File: src/rtl/lvds_rx_pkg.sv
// Shared encodings and helpers for the multi-channel LVDS receiver.
package lvds_rx_pkg;

    // Per-lane framing FSM encodings, visible on o_debug_state
    localparam logic [1:0] ST_IDLE    = 2'b00;
    localparam logic [1:0] ST_I_PHASE = 2'b01;
    localparam logic [1:0] ST_Q_PHASE = 2'b11;

    // Sync dibits that open the I half and the Q half of a frame
    localparam logic [1:0] I_SYNC = 2'b10;
    localparam logic [1:0] Q_SYNC = 2'b01;

    // Number of dibits making up one sample word
    function automatic int dibit_count(input int word_w);
        return word_w / 2;
    endfunction

endpackage

File: src/rtl/lvds_rx_lane.sv
// One LVDS lane: frame sync FSM, deserializer, one-word holding register
// and saturating sync-error / overflow counters.
module lvds_rx_lane
    import lvds_rx_pkg::*;
#(
    parameter int WORD_W = 32,
    parameter int CNT_W  = 16
) (
    input  logic              clk,
    input  logic              rst,
    input  logic              en,
    input  logic [1:0]        dibit,
    input  logic              sync_in,
    input  logic              cnt_clear,
    input  logic              pop,
    output logic              hold_valid,
    output logic [WORD_W-1:0] hold_data,
    output logic [CNT_W-1:0]  sync_err_cnt,
    output logic [CNT_W-1:0]  ovf_cnt,
    output logic [1:0]        state
);

    localparam int D     = dibit_count(WORD_W);
    localparam int HALF  = D / 2;
    localparam int IDX_W = $clog2(D);
    localparam int SH_W  = WORD_W - 2;

    logic [IDX_W-1:0] idx;
    logic [SH_W-1:0]  shreg;
    logic             sync_flag;
    logic             sync_fail;
    logic             word_done;
    logic             ovf_inc;
    logic [WORD_W-1:0] new_word;

    assign sync_fail = en && (state == ST_I_PHASE) && (idx == IDX_W'(HALF)) && (dibit != Q_SYNC);
    assign word_done = en && (state == ST_Q_PHASE) && (idx == IDX_W'(D - 1));
    assign new_word  = {shreg, dibit[1], sync_flag};
    assign ovf_inc   = word_done && hold_valid && !pop;

    // Framing FSM and shift register; disabling a lane aborts its frame silently
    always_ff @(posedge clk or posedge rst) begin
        if (rst) begin
            state     <= ST_IDLE;
            idx       <= '0;
            shreg     <= '0;
            sync_flag <= 1'b0;
        end else if (!en) begin
            state <= ST_IDLE;
            idx   <= '0;
        end else begin
            case (state)
                ST_IDLE: begin
                    if (dibit == I_SYNC) begin
                        shreg     <= {shreg[SH_W-3:0], dibit};
                        sync_flag <= sync_in;
                        idx       <= IDX_W'(1);
                        state     <= ST_I_PHASE;
                    end
                end
                ST_I_PHASE: begin
                    if (idx == IDX_W'(HALF)) begin
                        if (dibit == Q_SYNC) begin
                            shreg <= {shreg[SH_W-3:0], dibit};
                            idx   <= idx + 1'b1;
                            state <= ST_Q_PHASE;
                        end else begin
                            state <= ST_IDLE;
                        end
                    end else begin
                        shreg <= {shreg[SH_W-3:0], dibit};
                        idx   <= idx + 1'b1;
                    end
                end
                ST_Q_PHASE: begin
                    if (idx == IDX_W'(D - 1)) begin
                        state <= ST_IDLE;
                    end else begin
                        shreg <= {shreg[SH_W-3:0], dibit};
                        idx   <= idx + 1'b1;
                    end
                end
                default: state <= ST_IDLE;
            endcase
        end
    end

    // Holding register: a completed word is kept unless the slot is still occupied
    always_ff @(posedge clk or posedge rst) begin
        if (rst) begin
            hold_valid <= 1'b0;
            hold_data  <= '0;
        end else if (word_done && (!hold_valid || pop)) begin
            hold_valid <= 1'b1;
            hold_data  <= new_word;
        end else if (pop) begin
            hold_valid <= 1'b0;
        end
    end

    // Saturating sync-error counter, clear wins over a coincident increment
    always_ff @(posedge clk or posedge rst) begin
        if (rst) begin
            sync_err_cnt <= '0;
        end else if (cnt_clear) begin
            sync_err_cnt <= '0;
        end else if (sync_fail && (sync_err_cnt != {CNT_W{1'b1}})) begin
            sync_err_cnt <= sync_err_cnt + 1'b1;
        end
    end

    // Saturating dropped-word counter, clear wins over a coincident increment
    always_ff @(posedge clk or posedge rst) begin
        if (rst) begin
            ovf_cnt <= '0;
        end else if (cnt_clear) begin
            ovf_cnt <= '0;
        end else if (ovf_inc && (ovf_cnt != {CNT_W{1'b1}})) begin
            ovf_cnt <= ovf_cnt + 1'b1;
        end
    end

endmodule

File: src/rtl/lvds_rx_mc.sv
// Multi-lane LVDS receiver top: per-lane deserializers feeding a
// round-robin arbiter onto one tagged FIFO write port.
module lvds_rx_mc
    import lvds_rx_pkg::*;
#(
    parameter int NUM_CH = 2,
    parameter int WORD_W = 32,
    parameter int CNT_W  = 16
) (
    input  logic                    i_ddr_clk,
    input  logic                    i_rst,
    input  logic [2*NUM_CH-1:0]     i_ddr_data,
    input  logic [NUM_CH-1:0]       i_ch_en,
    input  logic                    i_sync_input,
    input  logic                    i_cnt_clear,
    input  logic                    i_fifo_full,
    output logic                    o_fifo_write_clk,
    output logic                    o_fifo_push,
    output logic [WORD_W-1:0]       o_fifo_data,
    output logic [1:0]              o_fifo_ch,
    output logic [NUM_CH*CNT_W-1:0] o_sync_err_cnt,
    output logic [NUM_CH*CNT_W-1:0] o_ovf_cnt,
    output logic [2*NUM_CH-1:0]     o_debug_state
);

    logic [NUM_CH-1:0]   hold_valid;
    logic [WORD_W-1:0]   hold_data [NUM_CH];
    logic [NUM_CH-1:0]   pop;
    logic [1:0]          rr_ptr;
    logic [1:0]          next_ptr;
    logic                grant_any;
    logic [1:0]          grant_idx;
    logic [WORD_W-1:0]   grant_data;
    logic [2*NUM_CH-1:0] dbl_valid;
    logic [NUM_CH-1:0]   rot_valid;
    logic [2:0]          lane_sum;

    assign o_fifo_write_clk = i_ddr_clk;

    for (genvar c = 0; c < NUM_CH; c++) begin : g_lane
        lvds_rx_lane #(
            .WORD_W(WORD_W),
            .CNT_W (CNT_W)
        ) u_lane (
            .clk         (i_ddr_clk),
            .rst         (i_rst),
            .en          (i_ch_en[c]),
            .dibit       (i_ddr_data[2*c +: 2]),
            .sync_in     (i_sync_input),
            .cnt_clear   (i_cnt_clear),
            .pop         (pop[c]),
            .hold_valid  (hold_valid[c]),
            .hold_data   (hold_data[c]),
            .sync_err_cnt(o_sync_err_cnt[c*CNT_W +: CNT_W]),
            .ovf_cnt     (o_ovf_cnt[c*CNT_W +: CNT_W]),
            .state       (o_debug_state[2*c +: 2])
        );
    end

    // Round-robin pick: rotate the valid mask so the priority lane sits at bit 0
    always_comb begin
        grant_any  = 1'b0;
        grant_idx  = 2'b00;
        grant_data = '0;
        pop        = '0;
        lane_sum   = 3'b000;
        dbl_valid  = {hold_valid, hold_valid};
        rot_valid  = NUM_CH'(dbl_valid >> rr_ptr);
        for (int k = 0; k < NUM_CH; k++) begin
            if (!grant_any && rot_valid[k]) begin
                grant_any = 1'b1;
                lane_sum  = {1'b0, rr_ptr} + 3'(k);
                if (lane_sum >= 3'(NUM_CH)) begin
                    lane_sum = lane_sum - 3'(NUM_CH);
                end
                grant_idx = lane_sum[1:0];
            end
        end
        if (i_fifo_full) begin
            grant_any = 1'b0;
        end
        for (int k = 0; k < NUM_CH; k++) begin
            if (grant_any && (grant_idx == 2'(k))) begin
                grant_data = hold_data[k];
                pop[k]     = 1'b1;
            end
        end
        next_ptr = (grant_idx == 2'(NUM_CH - 1)) ? 2'b00 : grant_idx + 2'b01;
    end

    // Registered FIFO write port and priority pointer update
    always_ff @(posedge i_ddr_clk or posedge i_rst) begin
        if (i_rst) begin
            o_fifo_push <= 1'b0;
            o_fifo_data <= '0;
            o_fifo_ch   <= 2'b00;
            rr_ptr      <= 2'b00;
        end else begin
            o_fifo_push <= grant_any;
            if (grant_any) begin
                o_fifo_data <= grant_data;
                o_fifo_ch   <= grant_idx;
                rr_ptr      <= next_ptr;
            end
        end
    end

endmodule

File: config.mk
export PLATFORM = sky130hd
export DESIGN_NAME = lvds_rx_mc
export DESIGN_NICKNAME = d
export VERILOG_FILES = /design/src/rtl/lvds_rx_pkg.sv /design/src/rtl/lvds_rx_lane.sv /design/src/rtl/lvds_rx_mc.sv
export SDC_FILE = /design/constraint.sdc
export NUM_CORES = 1
export LEC_CHECK = 0
export BUFFER_PORTS_ARGS = -buffer_cell sky130_fd_sc_hd__buf_2
export CAP_MARGIN = 40
export CORE_MARGIN = 3
export CORE_UTILIZATION = 40
export CTS_CLUSTER_SIZE = 40
export DETAILED_ROUTE_END_ITERATION = 16
export RECOVER_POWER = 50
export SETUP_SLACK_MARGIN = 0.15
export SLEW_MARGIN = 20
export SYNTH_ARGS = -nofsm -noshare
export SYNTH_HDL_FRONTEND = slang
export SYNTH_SLANG_ARGS = --single-unit
File: constraint.sdc
create_clock -name i_ddr_clk -period 18.25 [get_ports i_ddr_clk]
set_clock_uncertainty 0.15 [all_clocks]
set_input_delay 1.825 -clock i_ddr_clk [delete_from_list [all_inputs] [get_ports i_ddr_clk]]
set_output_delay 1.825 -clock i_ddr_clk [all_outputs]
set_load 0.02 [all_outputs]
==> results.sh, run 1 <==
export IMPL_yosys_warnings=0
export IMPL_initial_core_util_pct=40.77
export IMPL_required_ns=16.27
export IMPL_power_leakage_nw=6.112
export IMPL_tritoncts="done"
export IMPL_grt_max_degree=100
export IMPL_ys_flop_type="dfrtp_1"
export IMPL_post_cts_buffers=0
export IMPL_final_cells=1370
export IMPL_timing_rr_start="g_lane[1].u_lane.idx[0]"
export IMPL_path_clk_slew_ns=0.06
export IMPL_rsz0062_at_grt="false"
export IMPL_layout_commonest_cell="dfrtp_1"
export IMPL_power_density_nw_per_um2=105.9
export IMPL_netlist_top_cells_area="dfrtp_1 57%, mux2_1 7.8%, mux2_2 5.7%"
export IMPL_finalSetupViolCount=0
export IMPL_drt_first_pass_iters=5
export IMPL_r2r_end="g_lane[1].u_lane.hold_data[15]"
export IMPL_overflow=0
export IMPL_synth_largest_area_cell="dfrtp_1"
export IMPL_r2r_slack_ns=14.88
export IMPL_dp_cells=1317
export IMPL_synth_seq_cells=241
export IMPL_avgSynthCellArea_um2=11.82
export IMPL_cts_hold_fix_buffers=0
export IMPL_std_cell_rows=59
export IMPL_antenna_found_initial=0
export IMPL_cts_resized=0
export IMPL_insertion_delay_ns=0.65
export IMPL_grt_pass1_wl_um=38950
export IMPL_post_route_util_pct=48.13
export IMPL_design_area_um2=12540
export IMPL_run_status="finished, violations left"
export IMPL_dp_hpwl_um=14750
export IMPL_path_max_fanout=2
export IMPL_clockPowerShare_pct=47.2
export IMPL_pwr_share_comb_pct=5.4
export IMPL_die_x_um=169.0
export IMPL_netlist_instances=899
export IMPL_place_ws_ns=7.015
export IMPL_power_mw=1.328
export IMPL_worst_pin_slew_ns=4.342
export IMPL_cap_violations=5
export IMPL_critPathKind="clk -> out"
export IMPL_dpl_cell_area_um2=11540
export IMPL_arrival_ns=9.52
export IMPL_slew_viol_final=245
export IMPL_endpoint_kind="output pin"
export IMPL_drive_above_1_share_pct=23.19
export IMPL_finalSetupTns_ns=0
export IMPL_antenna_cells=0
export IMPL_grt_pass1_vias=7287
export IMPL_fin_hold_ws_ns=0.3075
export IMPL_yosysUniqueCellTypes=61
export IMPL_critPathLaunch="i_ddr_clk"
export IMPL_io_pins=115
export IMPL_area_growth_pct=18.05
export IMPL_p_switching_mw=0.3003
export IMPL_final_cell_mix="241 x dfrtp_1, 109 x buf_2, 96 x nand2_1, 74 x mux2_1, 68 x nor2_1"
export IMPL_ant_nets=0
export IMPL_pwr_share_seq_pct=47.4
export IMPL_critPathLaunchType="clock port"
export IMPL_peakVddDrop_uv=62.36
export IMPL_endpoint="o_fifo_write_clk"
export IMPL_finalHoldViolCount=0
export IMPL_vias=7228
export IMPL_grt_total_usage_pct=16.49
export IMPL_finalWorstSetupSlack_ns=6.756
export IMPL_drtIter0Drc=520
export IMPL_wl_um=23460
export IMPL_min_path_type="reg -> reg"
export IMPL_fin_nets=1034
export IMPL_hp_start="g_lane[0].u_lane.hold_data[29]"
export IMPL_synth_fp_nets=918
export IMPL_gp_congestion=0.8305
export IMPL_io_buffers=114
export IMPL_ys_async_sr_fraction_pct=100.0
export IMPL_synth_edf_count=0
export IMPL_synth_seq_area_share_pct=56.76
export IMPL_max_slew_margin_pct=-191.1
export IMPL_failed_checks="capacitance limit, slew limit"
export IMPL_die_area_um2=28550
export IMPL_avgRoutedWirePerCell_um=17.12
export IMPL_die_h_um=169.0
export IMPL_p_sw_share_pct=22.60
export IMPL_syn_cell_area_um2=10630
export IMPL_synth_top_cell_area_share_pct=56.76
export IMPL_drc_errors=0
export IMPL_ff2ff_path_depth=5
export IMPL_viasPerCell=5.276
export IMPL_p_int_mw=1.028
export IMPL_core_area_um2=26060
power groups by stage:
stage | combinational (mW) | clock, mW | sequential [mW]
after global routing | 0.0819 | 0.668 | 0.638
after floorplan | 0.0613 | 0.00640 | 0.621
after global placement | 0.0704 | 0.00512 | 0.639
after detailed placement | 0.0741 | 0.00512 | 0.640
final | 0.0717 | 0.627 | 0.629
after CTS | 0.0748 | 0.644 | 0.631
sequential cells by signal, summed over array words and instances, names as in the netlist:
| signal | flops |
|---|---|
| g_lane.u_lane.hold_data | 64 |
| g_lane.u_lane.hold_valid | 2 |
| g_lane.u_lane.idx | 8 |
| g_lane.u_lane.ovf_cnt | 32 |
| g_lane.u_lane.shreg | 60 |
| g_lane.u_lane.state | 4 |
| g_lane.u_lane.sync_err_cnt | 32 |
| g_lane.u_lane.sync_flag | 2 |
| o_fifo_ch | 2 |
| o_fifo_data | 32 |
| o_fifo_push | 1 |
| rr_ptr | 2 |
worst min-delay path by stage:
stage	endpoint	slack, ns	cells past startpoint
2_1_floorplan	o_fifo_data[12]	0.28	2
3_3_place_gp	o_fifo_data[3]	0.29	2
3_5_place_dp	o_fifo_data[14]	0.30	2
4_1_cts	o_fifo_data[29]	0.31	2
5_1_grt	o_fifo_data[22]	0.34	2
6_report	o_fifo_data[29]	0.31	2
synth_stat cells (17+ instances only):
cell type / count
a22oi_1: 32
clkbuf_1: 21
dfrtp_1: 241
inv_1: 17
mux2_1: 74
mux2_2: 54
nand2_1: 96
nand3_1: 29
nand4_1: 20
nor2_1: 68
nor3_1: 25
nor4_1: 17
xnor2_1: 48
worst max-delay path, stage by stage:
cell and delay [ns]:
clkbuf_16 0.12, clkbuf_16 0.13, buf_2 0.15
area by class of cell:
type,instances,area [um^2]
Inverter,17,65.06
Timing Repair Buffer,128,669.4
Clock inverter,13,222.7
Tap cell,335,419.2
Sequential cell,241,6031
Clock buffer,40,829.5
Fill cell,2393,13520
Multi-Input combinational cell,596,4307
cells by family (layout without fill, tap and decap cells):
kind of cell | Yosys count | count (layout) | share of synthesized area [%]
fa+ha+maj | 8 | 8 | 0.9421
flops | 241 | 241 | 56.76
simple gates | 328 | 328 | 16.27
xor+xnor | 48 | 48 | 3.957
buf+inv | 62 | 198 | 2.708
compound gates | 81 | 81 | 5.511
mux | 131 | 131 | 13.85
routing by layer:
layer | track usage, % | routed length [um] | vias to the layer above
met2 | 25.89 | 10660 | 154
met3 | 2.686 | 1223 | 34
met4 | 5.187 | 439 | 0
met1 | 23.59 | 11130 | 3610
li1 | - | - | 3430
met5 | 0 | 0 | -
No activity file was read; power rests on OpenSTA's default activity.
==> inputs of run 2 (changes only) <==
--- a/config.mk
+++ b/config.mk
@@ -5,6 +5,7 @@
 export SDC_FILE = /design/constraint.sdc
 export NUM_CORES = 1
 export LEC_CHECK = 0
+export ABC_AREA = 1
 export BUFFER_PORTS_ARGS = -buffer_cell sky130_fd_sc_hd__buf_2
 export CAP_MARGIN = 40
 export CORE_MARGIN = 3
==> constraint.sdc (replaced) <==
create_clock -name i_ddr_clk -period 11.1 [get_ports i_ddr_clk]
set_clock_uncertainty 0.15 [all_clocks]
set_input_delay 1.11 -clock i_ddr_clk [delete_from_list [all_inputs] [get_ports i_ddr_clk]]
set_output_delay 1.11 -clock i_ddr_clk [all_outputs]
set_load 0.02 [all_outputs]
==> results.sh, run 2 <==
export IMPL_yosys_area_share_xor_xnor_pct=1.678
export IMPL_p_sw_share_pct=23.45
export IMPL_synth_edf_count=0
export IMPL_path_max_fanout=2
export IMPL_clockPowerShare_pct=49.7
export IMPL_finalSetupViolCount=0
export IMPL_min_path_type="in -> async"
export IMPL_drc_errors=0
export IMPL_max_slew_margin_pct=-269.5
export IMPL_finalHoldViolCount=0
export IMPL_netlist_top_cells_area="dfrtp_1 53%, nand2_1 13%, nand3_1 6.6%"
export IMPL_cp_common_cell="clkbuf_16"
export IMPL_ant_nets=0
export IMPL_synth_top_family_by_area="simple AND/OR/NAND/NOR gates"
export IMPL_required_ns=9.84
export IMPL_synth_seq_area_share_pct=52.52
export IMPL_die_x_um=175.4
export IMPL_drtIter0Drc=703
export IMPL_layout_commonest_cell="nand2_1"
export IMPL_grt_pass1_vias=9108
export IMPL_netlist_instances=1395
export IMPL_cts_hold_fix_buffers=0
export IMPL_grt_total_usage_pct=17.99
export IMPL_fill_cells=2766
export IMPL_finalWorstSetupSlack_ns=3.896
export IMPL_synth_fa_ha_area_share_pct=0.8716
export IMPL_ys_async_sr_fraction_pct=100.0
export IMPL_overflow=0
export IMPL_critPathLaunchType="clock port"
export IMPL_yosysUniqueCellTypes=36
export IMPL_synthMuxAreaShare_pct=0
export IMPL_slowest_delay_ns=0.15
export IMPL_drt_first_pass_iters=5
export IMPL_finalSetupTns_ns=0
export IMPL_core_area_um2=28010
export IMPL_path_clk_slew_ns=0.06
export IMPL_grt_max_degree=117
export IMPL_gp_congestion=0.8461
export IMPL_largest_register_ffs=64
export IMPL_post_cts_buffers=0
export IMPL_die_area_um2=30780
export IMPL_p_int_mw=1.709
export IMPL_insertion_delay_ns=0.65
export IMPL_worst_pin_slew_ns=5.542
export IMPL_vias=9517
export IMPL_drive_above_1_share_pct=14.13
export IMPL_synth_fp_nets=1414
export IMPL_avgRoutedWirePerCell_um=14.48
export IMPL_viasPerCell=5.030
export IMPL_synth_compound_area_share_pct=8.194
export IMPL_dp_hpwl_um=18870
export IMPL_p_switching_mw=0.5235
export IMPL_dpl_cell_area_um2=12380
export IMPL_cpMaxStageDelayCell="buf_2"
export IMPL_syn_cell_area_um2=11480
export IMPL_grt_pass1_wl_um=46510
export IMPL_io_pins=115
export IMPL_synthSimpleGateAreaFrac_pct=29.94
export IMPL_rsz0062_at_grt="false"
export IMPL_design_area_um2=13510
export IMPL_area_growth_pct=17.62
export IMPL_cap_violations=3
export IMPL_pwr_share_seq_pct=43.9
export IMPL_power_density_nw_per_um2=165.3
export IMPL_run_status="finished, violations left"
export IMPL_place_ws_ns=4.155
export IMPL_ys_flop_type="dfrtp_1"
export IMPL_synth_largest_area_cell="dfrtp_1"
export IMPL_antenna_cells=0
export IMPL_synth_most_common_cell="nand2_1"
export IMPL_top_register="g_lane.u_lane.hold_data"
export IMPL_antenna_found_initial=0
export IMPL_synth_seq_cells=241
export IMPL_io_buffers=114
export IMPL_fin_nets=1511
export IMPL_synth_top_cell_area_share_pct=52.52
export IMPL_slew_viol_final=218
export IMPL_pwr_share_comb_pct=6.4
export IMPL_wl_um=27400
export IMPL_avgSynthCellArea_um2=8.232
export IMPL_failed_checks="capacitance limit, slew limit"
export IMPL_std_cell_rows=61
export IMPL_endpoint_kind="output pin"
export IMPL_tritoncts="done"
export IMPL_critPathKind="clk -> out"
export IMPL_synth_commonest_cells="400 x nand2_1, 241 x dfrtp_1, 152 x nand3_1"
export IMPL_power_leakage_nw=6.511
export IMPL_post_route_util_pct=48.22
export IMPL_arrival_ns=5.94
export IMPL_die_h_um=175.4
export IMPL_peakVddDrop_uv=124.9
export IMPL_cts_resized=0
export IMPL_initial_core_util_pct=41.00
export IMPL_top_regs="g_lane.u_lane.hold_data x64, g_lane.u_lane.shreg x60"
export IMPL_yosys_warnings=0
export IMPL_final_cell_mix="400 x nand2_1, 241 x dfrtp_1, 153 x nand3_1, 116 x inv_1, 112 x o21ai_0"
export IMPL_path_cells="clkbuf_16 > clkbuf_16 > buf_2"
run 2: changes by cell type after synthesis, moves of 54 or more:
cell	change
nand2_1	+304
nand3_1	+123
inv_1	+100
mux2_2	-54
o21ai_0	+104
mux2_1	-74
run 2: logic make-up after synthesis:
kind of cell             Yosys count
AO/OA/AOI/OAI                    174
XOR/XNOR                          22
adder cells (fa/ha/maj)            8
buffers and inverters            185
flip-flops                       241
AND/OR/NAND/NOR                  765
run 2: per-layer routing:
layer | vias to the layer above | routed length [um] | part of all wire [%] | track usage [%]
met5 | - | 0 | 0 | 0
met4 | 0 | 584 | 2.1 | 4.223
met3 | 46 | 1335 | 4.9 | 2.875
met2 | 215 | 12690 | 46 | 29.32
met1 | 4492 | 12790 | 47 | 25.40
li1 | 4764 | - | - | -
run 2: final cells by class:
type | count | area [um^2] | area share [%]
Inverter | 123 | 462.9 | 3.428
Timing Repair Buffer | 125 | 733.2 | 5.428
Clock inverter | 15 | 269.0 | 1.992
Sequential cell | 241 | 6031 | 44.65
Multi-Input combinational cell | 969 | 4653 | 34.45
Clock buffer | 41 | 884.6 | 6.549
Tap cell | 378 | 473.0 | 3.502
run 2: power by group through the flow:
| stage | clock (mW) | combinational [mW] | sequential [mW] |
|---|---|---|---|
| detailed placement | 0.00841 | 0.147 | 0.995 |
| global route | 1.17 | 0.175 | 0.989 |
| finish | 1.11 | 0.143 | 0.981 |
| CTS | 1.14 | 0.148 | 0.981 |
| floorplan | 0.0105 | 0.110 | 0.988 |
| global placement | 0.00841 | 0.140 | 0.994 |
run 2: worst max-delay path: cells and delay by family:
| kind | cells | cell delay (ns) |
|---|---|---|
| buf+inv | 3 | 0.40 |
run 2: path summary, 6_finish.rpt:
check                                                 start  slack, ns                                end  cells past startpoint
max in group asynchronous                             i_rst       4.88          g_lane[0].u_lane.shreg[2]                      3
worst max register to register  g_lane[0].u_lane.hold_valid       7.68     g_lane[0].u_lane.hold_data[24]                      7
worst max-delay path                              i_ddr_clk       3.90                   o_fifo_write_clk                      3
worst min-delay path                                  i_rst       0.30  g_lane[0].u_lane.sync_err_cnt[13]                      2
worst min register to register   g_lane[0].u_lane.shreg[25]       0.33         g_lane[0].u_lane.shreg[25]                      2
min in group i_ddr_clk           g_lane[0].u_lane.shreg[25]       0.33         g_lane[0].u_lane.shreg[25]                      2
run 2: metrics by stage:
| step | cells | hold slack, ns | power (mW) |
|---|---|---|---|
| 2_1_floorplan | 1395 | 0.3030 | 1.108 |
| 3_3_place_gp | 1830 | 0.3159 | 1.142 |
| 3_5_place_dp | 1835 | 0.3227 | 1.150 |
| 4_1_cts | 1890 | 0.3371 | 2.265 |
| 5_1_grt | 1892 | 0.3303 | 2.338 |
| 6_report | 1892 | 0.3038 | 2.233 |
==> inputs of run 3 (changes only) <==
==> constraint.sdc (replaced) <==
create_clock -name i_ddr_clk -period 7 [get_ports i_ddr_clk]
set_clock_uncertainty 0.15 [all_clocks]
set_input_delay 0.7 -clock i_ddr_clk [delete_from_list [all_inputs] [get_ports i_ddr_clk]]
set_output_delay 0.7 -clock i_ddr_clk [all_outputs]
set_load 0.02 [all_outputs]
==> results.sh, run 3 (synthesis results as in run 2) <==
export IMPL_timing_rr_start="g_lane[0].u_lane.hold_valid"
export IMPL_antenna_cells=0
export IMPL_overflow=0
export IMPL_largest_register_ffs=64
export IMPL_std_cell_rows=61
export IMPL_p_switching_mw=0.8271
export IMPL_r2r_end="g_lane[0].u_lane.hold_data[3]"
export IMPL_critPathLaunchType="clock port"
export IMPL_layout_commonest_cell="nand2_1"
export IMPL_io_pins=115
export IMPL_finalWorstSetupSlack_ns=2.260
export IMPL_p_sw_share_pct=24.20
export IMPL_pwr_share_comb_pct=6.6
export IMPL_p_int_mw=2.590
export IMPL_required_ns=6.15
export IMPL_place_ws_ns=2.515
export IMPL_multi_input_area_um2=4657
export IMPL_path_max_fanout=2
export IMPL_drt_first_pass_iters=5
export IMPL_power_density_nw_per_um2=256.4
export IMPL_drtIter0Drc=802
export IMPL_cp_common_cell="clkbuf_16"
export IMPL_avgRoutedWirePerCell_um=14.68
export IMPL_finalHoldViolCount=0
export IMPL_cpMaxStageDelayCell="buf_2"
export IMPL_top_regs="g_lane.u_lane.hold_data x64, g_lane.u_lane.shreg x60"
export IMPL_cts_hold_fix_buffers=1
export IMPL_min_path_type="in -> reg"
export IMPL_slowest_delay_ns=0.15
export IMPL_antenna_found_initial=0
export IMPL_vias=9605
export IMPL_grt_total_usage_pct=18.18
export IMPL_r2r_slack_ns=3.63
export IMPL_rsz0062_at_grt="false"
export IMPL_peakVddDrop_uv=198.7
export IMPL_tritoncts="done"
export IMPL_finalSetupViolCount=0
export IMPL_path_cells="clkbuf_16 > clkbuf_16 > buf_2"
export IMPL_endpoint_kind="output pin"
export IMPL_io_buffers=114
export IMPL_path_clk_slew_ns=0.06
export IMPL_top_register="g_lane.u_lane.hold_data"
export IMPL_drive_above_1_share_pct=11.65
export IMPL_arrival_ns=3.89
export IMPL_run_status="finished, violations left"
export IMPL_wl_um=27740
export IMPL_gp_congestion=0.8348
export IMPL_finalSetupTns_ns=0
export IMPL_area_growth_pct=16.05
export IMPL_ant_nets=0
export IMPL_seqCellArea_um2=6031
export IMPL_fill_cells=2782
export IMPL_fin_hold_ws_ns=0.1524
export IMPL_slew_viol_final=239
export IMPL_grt_pass1_vias=9289
export IMPL_fin_nets=1510
export IMPL_initial_core_util_pct=41.00
export IMPL_pwr_share_seq_pct=45.5
export IMPL_dp_hpwl_um=18760
export IMPL_post_cts_buffers=0
export IMPL_failed_checks="capacitance limit, slew limit"
export IMPL_core_area_um2=28010
export IMPL_holdPathEnd="g_lane[1].u_lane.sync_flag"
export IMPL_grt_max_degree=120
export IMPL_cap_violations=4
export IMPL_die_x_um=175.4
export IMPL_hp_start="i_sync_input"
export IMPL_insertion_delay_ns=0.66
export IMPL_die_h_um=175.4
export IMPL_critPathKind="clk -> out"
export IMPL_die_area_um2=30780
export IMPL_ff2ff_path_depth=7
export IMPL_clockPowerShare_pct=47.9
export IMPL_hold_path_depth=3
export IMPL_max_slew_margin_pct=-99.83
export IMPL_final_cell_mix="400 x nand2_1, 241 x dfrtp_1, 153 x nand3_1, 117 x inv_1, 111 x o21ai_0"
export IMPL_power_mw=3.417
export IMPL_drc_errors=0
export IMPL_worst_pin_slew_ns=2.997
export IMPL_cts_resized=0
export IMPL_viasPerCell=5.085
export IMPL_grt_pass1_wl_um=47040
export IMPL_power_leakage_nw=6.292
-- run 3: changes by cell type in the layout (fill, tap and decap cells not counted), sizes merged --
cell / change
buf: -32
bufinv: -2
clkbuf: +32
clkinv: -4
clkinvlp: +3
dlygate4sd3: +1
inv: -1
-- run 3: how the worst max path moves through the flow --
stage / start / end / slack [ns] / depth (start not counted)
after CTS: i_ddr_clk / o_fifo_write_clk / 2.26 / 3
after detailed placement: i_ddr_clk / o_fifo_write_clk / 2.51 / 1
after global routing: i_rst / g_lane[0].u_lane.shreg[13] / 1.71 / 5
final: i_ddr_clk / o_fifo_write_clk / 2.26 / 3
after floorplan: i_ddr_clk / o_fifo_write_clk / 2.52 / 1
after global placement: i_ddr_clk / o_fifo_write_clk / 2.51 / 1
-- run 3: layout make-up --
type,count,area share (%)
multi-input cells,969,34.95
inverters,123,3.474
flip-flops and latches,241,45.25
well taps,378,3.549
clock buffers,42,6.356
repair buffers,125,4.901
clock inverters,11,1.521
-- run 3: routing by layer --
metal,vias to the layer above,global-route usage (%),share of wire [%]
li1,4750,-,-
met1,4585,25.11,45
met2,227,29.87,47
met3,43,3.329,5.4
met4,0,4.454,2.1
met5,-,0,0
-- run 3: worst max-delay path, delay by kind of cell --
kind	cells	cell delay [ns]
buf+inv	3	0.39
-- run 3: power groups by stage --
stage	logic [mW]	clock network, mW	registers (mW)
final	0.227	1.64	1.55
after global routing	0.279	1.74	1.57
after CTS	0.237	1.68	1.55
after detailed placement	0.234	0.0133	1.58
after global placement	0.225	0.0133	1.57
after floorplan	0.175	0.0167	1.57
-- run 3: metrics by stage --
stage	std cells	area, um^2	utilization, %
2_1_floorplan	1395	11490	-
4_1_cts	1889	13430	47.96
3_5_place_dp	1836	12380	44.20
3_3_place_gp	1832	12280	43.86
5_1_grt	1889	13330	47.58
6_report	1889	13330	47.58
